File: src/rtl/mode_requester_if.sv
// mode_requester_if: mode-request bus between the button requester (master)
// and the display mode FSM (slave), which echoes the accepted code on active.
interface mode_requester_if;
    logic [1:0] mode_req;
    logic [1:0] active;
    logic       busy;
    logic       err;

    modport master (output mode_req, output busy, output err, input active);
    modport slave  (input mode_req, input busy, input err, output active);
endinterface

File: src/rtl/mode_requester.sv
// mode_requester: three push buttons -> held 2-bit mode request with ack timeout.
// Define DEBOUNCE_EN to include the per-button debouncer; otherwise the synced level is used directly.
module mode_btn #(
    parameter int DEBOUNCE_CYCLES = 500000
) (
    input  logic clk,
    input  logic reset,
    input  logic i_btn,
    output logic o_press
);
    if (DEBOUNCE_CYCLES < 1) begin : g_bad_db
        $error("mode_btn: DEBOUNCE_CYCLES must be >= 1");
    end

    logic [1:0] r_sync;
    logic       r_lvl_d;
    logic       w_lvl;

    always_ff @(posedge clk or posedge reset)
        if (reset) r_sync <= '0;
        else       r_sync <= {r_sync[0], i_btn};

`ifdef DEBOUNCE_EN
    localparam int CW = (DEBOUNCE_CYCLES > 1) ? $clog2(DEBOUNCE_CYCLES) : 1;
    logic [CW-1:0] r_cnt;
    logic          r_lvl;

    // Level flips only after DEBOUNCE_CYCLES consecutive disagreeing samples.
    always_ff @(posedge clk or posedge reset)
        if (reset) begin
            r_cnt <= '0;
            r_lvl <= 1'b0;
        end else if (r_sync[1] == r_lvl) begin
            r_cnt <= '0;
        end else if (r_cnt == CW'(DEBOUNCE_CYCLES - 1)) begin
            r_cnt <= '0;
            r_lvl <= ~r_lvl;
        end else begin
            r_cnt <= r_cnt + CW'(1);
        end
    assign w_lvl = r_lvl;
`else
    assign w_lvl = r_sync[1];
`endif

    always_ff @(posedge clk or posedge reset)
        if (reset) r_lvl_d <= 1'b0;
        else       r_lvl_d <= w_lvl;

    assign o_press = w_lvl & ~r_lvl_d;
endmodule

module mode_requester #(
    parameter int DEBOUNCE_CYCLES = 500000,
    parameter int ACK_TIMEOUT     = 16
) (
    input  logic             clk,
    input  logic             reset,
    input  logic             i_btn_grid,
    input  logic             i_btn_lfsr,
    input  logic             i_btn_evolve,
    mode_requester_if.master bus
);
    if (ACK_TIMEOUT < 2) begin : g_bad_to
        $error("mode_requester: ACK_TIMEOUT must be >= 2");
    end

    localparam int          TW        = $clog2(ACK_TIMEOUT);
    localparam logic [1:0]  C_GRID    = 2'b00;
    localparam logic [1:0]  C_EVOLVE  = 2'b01;
    localparam logic [1:0]  C_LFSR    = 2'b11;

    typedef enum logic [1:0] {IDLE, REQ, HOLD} state_t;

    logic [2:0] w_btn, w_press;
    logic       w_vld;
    logic [1:0] w_code;
    logic [1:0] w_pend_code;
    logic       w_pend_vld;

    assign w_btn = {i_btn_evolve, i_btn_lfsr, i_btn_grid};

    for (genvar g = 0; g < 3; g++) begin : g_btn
        mode_btn #(.DEBOUNCE_CYCLES(DEBOUNCE_CYCLES)) u_btn (
            .clk    (clk),
            .reset  (reset),
            .i_btn  (w_btn[g]),
            .o_press(w_press[g])
        );
    end

    // Simultaneous presses resolve grid > evolve > lfsr; losers are dropped.
    always_comb begin
        w_code = C_LFSR;
        if (w_press[0])      w_code = C_GRID;
        else if (w_press[2]) w_code = C_EVOLVE;
    end
    assign w_vld = |w_press;

    state_t        r_state;
    logic [1:0]    r_mode, r_pend;
    logic          r_pend_vld, r_busy, r_err;
    logic [TW-1:0] r_timer;

    // A press in the same cycle as the ack is newer than anything already pending.
    assign w_pend_code = w_vld ? w_code : r_pend;
    assign w_pend_vld  = w_vld | r_pend_vld;

    always_ff @(posedge clk or posedge reset)
        if (reset) begin
            r_state    <= IDLE;
            r_mode     <= C_GRID;
            r_pend     <= 2'b00;
            r_pend_vld <= 1'b0;
            r_busy     <= 1'b0;
            r_err      <= 1'b0;
            r_timer    <= '0;
        end else begin
            case (r_state)
                IDLE: if (w_vld) begin
                    r_mode  <= w_code;
                    r_timer <= '0;
                    r_busy  <= 1'b1;
                    r_state <= REQ;
                end
                REQ: begin
                    r_pend <= w_pend_code;
                    if (bus.active == r_mode) begin
                        r_err      <= 1'b0;
                        r_busy     <= 1'b0;
                        r_pend_vld <= w_pend_vld && (w_pend_code != r_mode);
                        r_state    <= HOLD;
                    end else if (r_timer == TW'(ACK_TIMEOUT - 1)) begin
                        r_err      <= 1'b1;
                        r_busy     <= 1'b0;
                        r_mode     <= C_GRID;
                        r_pend_vld <= 1'b0;
                        r_state    <= IDLE;
                    end else begin
                        r_pend_vld <= w_pend_vld;
                        r_timer    <= r_timer + TW'(1);
                    end
                end
                HOLD: begin
                    if (w_vld && (w_code != r_mode)) begin
                        r_mode     <= w_code;
                        r_timer    <= '0;
                        r_busy     <= 1'b1;
                        r_pend_vld <= 1'b0;
                        r_state    <= REQ;
                    end else if (r_pend_vld) begin
                        r_mode     <= r_pend;
                        r_timer    <= '0;
                        r_busy     <= 1'b1;
                        r_pend_vld <= 1'b0;
                        r_state    <= REQ;
                    end
                end
                default: r_state <= IDLE;
            endcase
        end

    assign bus.mode_req = r_mode;
    assign bus.busy     = r_busy;
    assign bus.err      = r_err;
endmodule

File: src/flat_wrapper.sv
// flat-port wrapper written by rule: the top's interface ports become plain ports
module mode_requester_flat 
#(
    parameter int DEBOUNCE_CYCLES = 500000,
    parameter int ACK_TIMEOUT     = 16
)
  (clk, reset, i_btn_grid, i_btn_lfsr, i_btn_evolve, bus_mode_req, bus_busy, bus_err, bus_active);
  mode_requester_if bus_i ();
  input  logic clk;
  input  logic reset;
  input  logic i_btn_grid;
  input  logic i_btn_lfsr;
  input  logic i_btn_evolve;
  output wire logic [$bits(bus_i.mode_req)-1:0] bus_mode_req;
  output wire logic [$bits(bus_i.busy)-1:0] bus_busy;
  output wire logic [$bits(bus_i.err)-1:0] bus_err;
  input wire logic [$bits(bus_i.active)-1:0] bus_active;
  assign bus_mode_req = bus_i.mode_req;
  assign bus_busy = bus_i.busy;
  assign bus_err = bus_i.err;
  assign bus_i.active = bus_active;
  mode_requester #(.DEBOUNCE_CYCLES(DEBOUNCE_CYCLES), .ACK_TIMEOUT(ACK_TIMEOUT)) u_core (.clk(clk), .reset(reset), .i_btn_grid(i_btn_grid), .i_btn_lfsr(i_btn_lfsr), .i_btn_evolve(i_btn_evolve), .bus(bus_i));
endmodule
File: config.mk
export PLATFORM = sky130hd
export DESIGN_NAME = mode_requester_flat
export DESIGN_NICKNAME = d
export VERILOG_FILES = /design/src/rtl/mode_requester_if.sv /design/src/rtl/mode_requester.sv /design/src/flat_wrapper.sv
export SDC_FILE = /design/constraint.sdc
export NUM_CORES = 1
export LEC_CHECK = 0
export ABC_CLOCK_PERIOD_IN_PS = 2270
export CORE_MARGIN = 2
export CORE_UTILIZATION = 60
export CTS_CLUSTER_DIAMETER = 100
export DETAILED_ROUTE_END_ITERATION = 7
export DONT_BUFFER_PORTS = 1
export GPL_TIMING_DRIVEN = 0
export PLACE_DENSITY = 0.77
export SYNTH_ARGS = -nofsm -noshare
export SYNTH_HDL_FRONTEND = slang
export SYNTH_SLANG_ARGS = --single-unit
File: constraint.sdc
create_clock -name clk -period 2.27 [get_ports clk]
set_input_delay 0.227 -clock clk [delete_from_list [all_inputs] [get_ports clk]]
set_output_delay 0.227 -clock clk [all_outputs]
set_load 0.005 [all_outputs]
# --- Word level (Yosys, flattened, before mapping) ---
# Cells that the tools add are included.
totals:
  inputBits: 7
  word_cells: 76
  latch_bits: 0
  mem_count: 0
  register_bits: 22
  mem_bits_rw: 0
  rom_bits: 0
  out_inout_bits: 4
op_classes:
  n_shift: 0
  eq_ne: 12
  div_mod_pow: 0
  mux: 31
  addsub: 1
  n_reduce_logical: 12
  bitwise_logic: 7
  multipliers: 0
  order_cmp: 0
ops:
  columns: ["cell", "count"]
  rows:
  - ["2-bit 2-to-1 mux", 12]
  - ["4-bit 2-to-1 mux", 5]
  - ["2-bit one-hot mux with 3 select lines", 2]
  - ["4-bit one-hot mux with 3 select lines", 1]
  - ["5-bit AND reduction", 2]
  - ["1-bit 2-to-1 mux", 9]
  - ["3-bit by 1-bit inequality test with 1-bit output, second input constant", 2]
  - ["4-bit by 1-bit adder with 4-bit output, second input constant", 1]
  - ["4-bit equality test, second input constant", 1]
  - ["2-bit by 1-bit inequality test with 1-bit output, second input constant", 2]
  - ["2-bit inequality test", 2]
  - ["2-bit inequality test, second input constant", 2]
  - ["4-bit AND reduction", 1]
  - ["2-bit nonzero test", 2]
  - ["1-bit bitwise AND", 3]
  - ["1-bit inverter", 3]
  - ["1-bit one-hot mux with 3 select lines", 1]
  - ["3-bit AND reduction", 1]
  - ["3-bit nonzero test", 1]
  - ["3-bit OR reduction", 1]
  - ["2-bit by 1-bit equality test with 1-bit output, second input constant", 1]
  - ["2-bit equality test", 1]
  - ["2-bit equality test, second input constant", 1]
  - ["1-bit logical AND", 2]
  - ["4 further kinds", 4]

# --- Logic depth before layout (Yosys ltp) ---
depth:
  depth_word: 9
  mapped_depth: 7
  mapped_depth_nobuf: 6

# --- Cells and area by module ---
# Synthesis repeated with hierarchy kept, for this count alone.
hier_totals:
  hier_cells: 109
  area_unflattened_um2: 1144.8
modules_own_cells:
  columns: ["module", "cells_per_inst", "instances", "seq_area_each_um2", "area_each_um2"]
  rows:
  - ["mode_requester", 94, 1, 325.3, 867.1]
  - ["mode_btn", 5, 3, 75.1, 92.6]

# --- Least setup slack after synthesis ---
# OpenSTA, ideal clock, no wires.
synth_path:
  path_type: "reg-to-reg"
  start: "reg u_core.r_mode[1], in the netlist u_core.bus.mode_req[1]"
  end: "reg u_core.r_mode[0], in the netlist u_core.bus.mode_req[0]"
  t_required_ns: 2.145
  synth_period_minus_slack_ns: 1.684
  setup_slack_ns: 0.586
  path_stages_with_launch: 6
  setup_time_ns: 0.125
  t_arrival_ns: 1.560
  path_buffers: 0
  path_cell_list: "dfrtp_1 > and2_1 > o22ai_2 > a21oi_1 > a211oi_1 > mux2_2"
synth_between:
  elab_chain_len: 4
  elab_cells_between_ends: 8
  cone_classes: "eq/ne (4); mux (2); reduce/logical (2)"
synth_rtl:
  columns: ["element", "line", "source"]
  rows:
  - ["from (decl)", "mode_requester.sv:101", "logic [1:0] r_mode, r_pend;"]
  - ["from (signal assigned)", "mode_requester.sv:121", "r_mode <= w_code;"]
  - ["from (signal assigned)", "mode_requester.sv:146", "r_mode <= w_code;"]
  - ["from (signal assigned)", "mode_requester.sv:152", "r_mode <= r_pend;"]
  - ["2-bit inequality test", "mode_requester.sv:145", "if (w_vld && (w_code != r_mode)) begin"]
  - ["1-bit logical AND", "mode_requester.sv:145", null]
  - ["3-bit by 1-bit inequality test with 1-bit output (no line) / 2-bit 2-to-1 mux (equally long branches)", null, null]
  - ["5-bit AND reduction (no line) / 2-bit one-hot mux with 3 select lines (equally long branches)", null, null]
# Parallel ways exist; a longest one is shown, timed or not.
# A chain may end at the register's enable or synchronous reset.

# --- Worst setup path after layout ---
# Same ends and word-level chain as after synthesis.

==> summary.txt <==
Layout
  – Nets@finish: 136
  – Most frequent cells in the layout: dfrtp_1, a21oi_1, inv_1, nor2_1, nand2_1
  – Most common cell after layout, fill and taps aside: dfrtp_1
  – Final core occ: 0.693
  – Multi-input logic area: ~600 µm²
  – Sequential Area: approximately 550 µm²
  – Post-Layout Cell Count: 150
  – Fill cell count: ~150
  – Final instance area: around 1300 µm²
  – Ant diodes: 0
  – Area growth, synth to finish: 10.5%
  – Share of layout cells above drive strength 1: 0.122

Placement
  – Port-buffer cells: 0
  – Placed cells: about 140
  – GPL Wtd Cong: between 0.8 and 0.9
  – Placed inst area: 1240 µm²
  – DP HPWL: between 1.5 and 2 mm
  – Setup Slack @ Placement: ~0.36 ns

Run status
  – Status: completed

GRT
  – Largest net degree at the start of global routing: 23
  – Global route overflow: 0
  – Antenna violations before repair: 0
  – Vias in the first global route: around 870
  – First-pass GRT wire length: 3.92 mm
  – GRT Total Usage: 0.210

Synthesis
  – Post-Synth Adder-Cell Area: 0.0519
  – Synthesized area: 1200 µm²
  – Synth Instances: roughly 120
  – Seq/Total Area, Yosys: 0.457
  – Multiplexer area fraction after synthesis: 0.0602
  – Synthesis warning total: 0
  – Library cells used by synthesis: 42
  – Largest family of logic cells by synthesized area: compound AO/OA/AOI/OAI gates
  – Post-synthesis simple-gate area fraction: 0.140
  – Synth Area in Compound Gates: 0.237
  – Synth Area in XOR/XNOR: 0.00727
  – Avg Synthesized Cell Area: between 10 and 15 µm²
  – Syn nets: between 100 and 150
  – Synthesis-stage register bit count: 22

CTS
  – Num CTS Buffers: 3
  – Cts repair resizes: 0
  – Worst skew pair latency: 0.31 ns
  – Max H-tree Level: 1
  – Clock buffer depth: 2
  – CTS Sinks: 22
  – CTS root buf: clkbuf_4
  – Clock-pin slew on the worst setup and hold paths: 0.12 ns
  – CTS tree: yes

STA
  – Final count of negative-setup-slack endpoints: 0
  – Hold WS: between 0.3 and 0.4 ns
  – Rel. slew slack: 0.445
  – RSZ-0062 raised after global routing: no
  – Final setup TNS: 0 ns
  – Worst Tran Pin Value: about 0.83 ns
  – Minimum clock period: between 1.5 and 2 ns
  – Clock Skews: 0.00162 ns
  – Fin crit share: 0.848
  – Final hold vios: 0
  – F_max: around 0.52 GHz
  – Max Transition Viols Final: 0
  – Setup ws final: between 0.3 and 0.4 ns

Detailed routing
  – DRT iter0 DRCs: 38
  – Drt total wl: 2.22 mm
  – Vias per cell: ~6.1
  – Drt first pass iters: 4
  – Vias post-DR: around 900
  – Final ANT Viol Nets: 0
  – Number of remaining DRC errors: 0
  – DR WL/cell: 14.8 µm

Floorplan
  – Die area: between 2000 and 2500 µm²
  – Chip Height: around 49 µm
  – Core Box Area: between 1500 and 2000 µm²
  – DIE WIDTH: 48.8 µm
  – Starting Density: 0.627
  – IO Pins: 11
  – Core Rows: 16

Critical path
  – CP Launch Type: flop
  – Critical Path RT: around 2.5 ns
  – Crit path kind: reg2reg
  – Worst EP arrival: between 2 and 2.5 ns
  – Critical Path End Type: flop
  – Crit Path Max Fanout: 6

Power
  – Lkg Pwr: 0.616 nW
  – Total power: 1.64 mW
  – Pwr/cell area: 1230 nW/µm²
  – Worst vdd ir: between 0.0009 and 0.001 V

Run
  – Max-cap violations: 0

Worst hold path
  – Worst hold path class: in2reg
-- critical path, stage by stage, from the launching register on --
cell and delay, ns:
dfrtp_1 0.48, and2_1 0.20, o22ai_2 0.28, a21oi_1 0.11, a211oi_1 0.37, mux2_2 0.38
-- Yosys cell counts, drive strengths merged --
cell type / instances / area share
a2111oi: 2 / 0.015
a211o: 2 / 0.015
a211oi: 4 / 0.025
a21o: 1 / 0.0073
a21oi: 11 / 0.046
a22oi: 1 / 0.0062
a2bb2oi: 2 / 0.015
a31oi: 3 / 0.016
a32oi: 1 / 0.0073
and2: 2 / 0.010
and2b: 2 / 0.014
and3: 3 / 0.016
buf: 3 / 0.022
clkbuf: 1 / 0.0031
dfrtp: 22 / 0.46
ha: 5 / 0.052
inv: 7 / 0.022
mux2: 2 / 0.019
mux2i: 5 / 0.042
nand2: 6 / 0.019
nand2b: 3 / 0.022
nand3: 2 / 0.012
nand4: 1 / 0.0052
nor2: 7 / 0.022
nor2b: 1 / 0.0052
nor3: 1 / 0.0041
o211ai: 2 / 0.017
o21ai: 1 / 0.0041
o21bai: 1 / 0.0062
o221ai: 1 / 0.0073
o22a: 1 / 0.0073
o22ai: 3 / 0.026
o31ai: 3 / 0.019
or2b: 1 / 0.0062
or3: 1 / 0.0052
xnor2: 1 / 0.0073
-- routing by layer --
metal	global-route usage	up-vias	share of wire
met2	0.311	33	0.46
met5	0	-	0
li1	-	444	-
met4	0.0619	0	0.014
met1	0.315	440	0.48
met3	0.0429	4	0.050
-- power breakdown --
group          internal [mW]  total (mW)  switching [mW]  leakage (nW)
Combinational          0.325       0.761           0.436         0.322
Sequential             0.485       0.576          0.0910         0.266
Clock                  0.179       0.301           0.122        0.0279
-- what timing repair did --
action,4_1_cts,5_1_grt
hold buffers,4,0
buffers inserted,0,0
setup endpoints to repair,0,0
endpoints found under the hold margin,25,0
-- final timing paths --
path	from	endpoint	slack, ns	cells past startpoint
min in group asynchronous	reset	u_core.g_btn[1].u_btn.r_sync[0]	0.50	2
min reg2reg	u_core.g_btn[2].u_btn.r_sync[0]	u_core.g_btn[2].u_btn.r_sync[1]	0.36	0
max in group asynchronous	reset	u_core.g_btn[0].u_btn.r_sync[0]	1.26	2
max reg2reg	u_core.bus.mode_req[1]	u_core.bus.mode_req[0]	0.34	5
max	u_core.bus.mode_req[1]	u_core.bus.mode_req[0]	0.34	5
min	bus_active[0]	u_core.r_state[1]	0.35	3
-- flip-flops by register name, summed over array words and instances, names as in the netlist --
| register | count |
|---|---|
| u_core.r_pend_vld | 1 |
| u_core.g_btn.u_btn.r_lvl_d | 3 |
| u_core.bus.busy | 1 |
| u_core.r_timer | 4 |
| u_core.r_state | 2 |
| u_core.bus.err | 1 |
| u_core.r_pend | 2 |
| u_core.g_btn.u_btn.r_sync | 6 |
| u_core.bus.mode_req | 2 |
-- logic make-up (layout without fill, tap and decap cells) --
| family | after synthesis | count (layout) |
|---|---|---|
| xor+xnor | 1 | 1 |
| flops | 22 | 22 |
| compound gates | 39 | 39 |
| fa+ha+maj | 5 | 5 |
| mux | 7 | 7 |
| buf+inv | 11 | 19 |
| simple gates | 30 | 30 |
-- final cells by class --
cell class,count,share of cell area
inverters,7,0.0197
repair buffers,4,0.0301
clock buffers,3,0.0169
flip-flops and latches,22,0.414
clock inverters,1,0.0226
plain buffers,4,0.0226
multi-input cells,82,0.449
well taps,27,0.0254
Power figures use the tool's default switching activity.
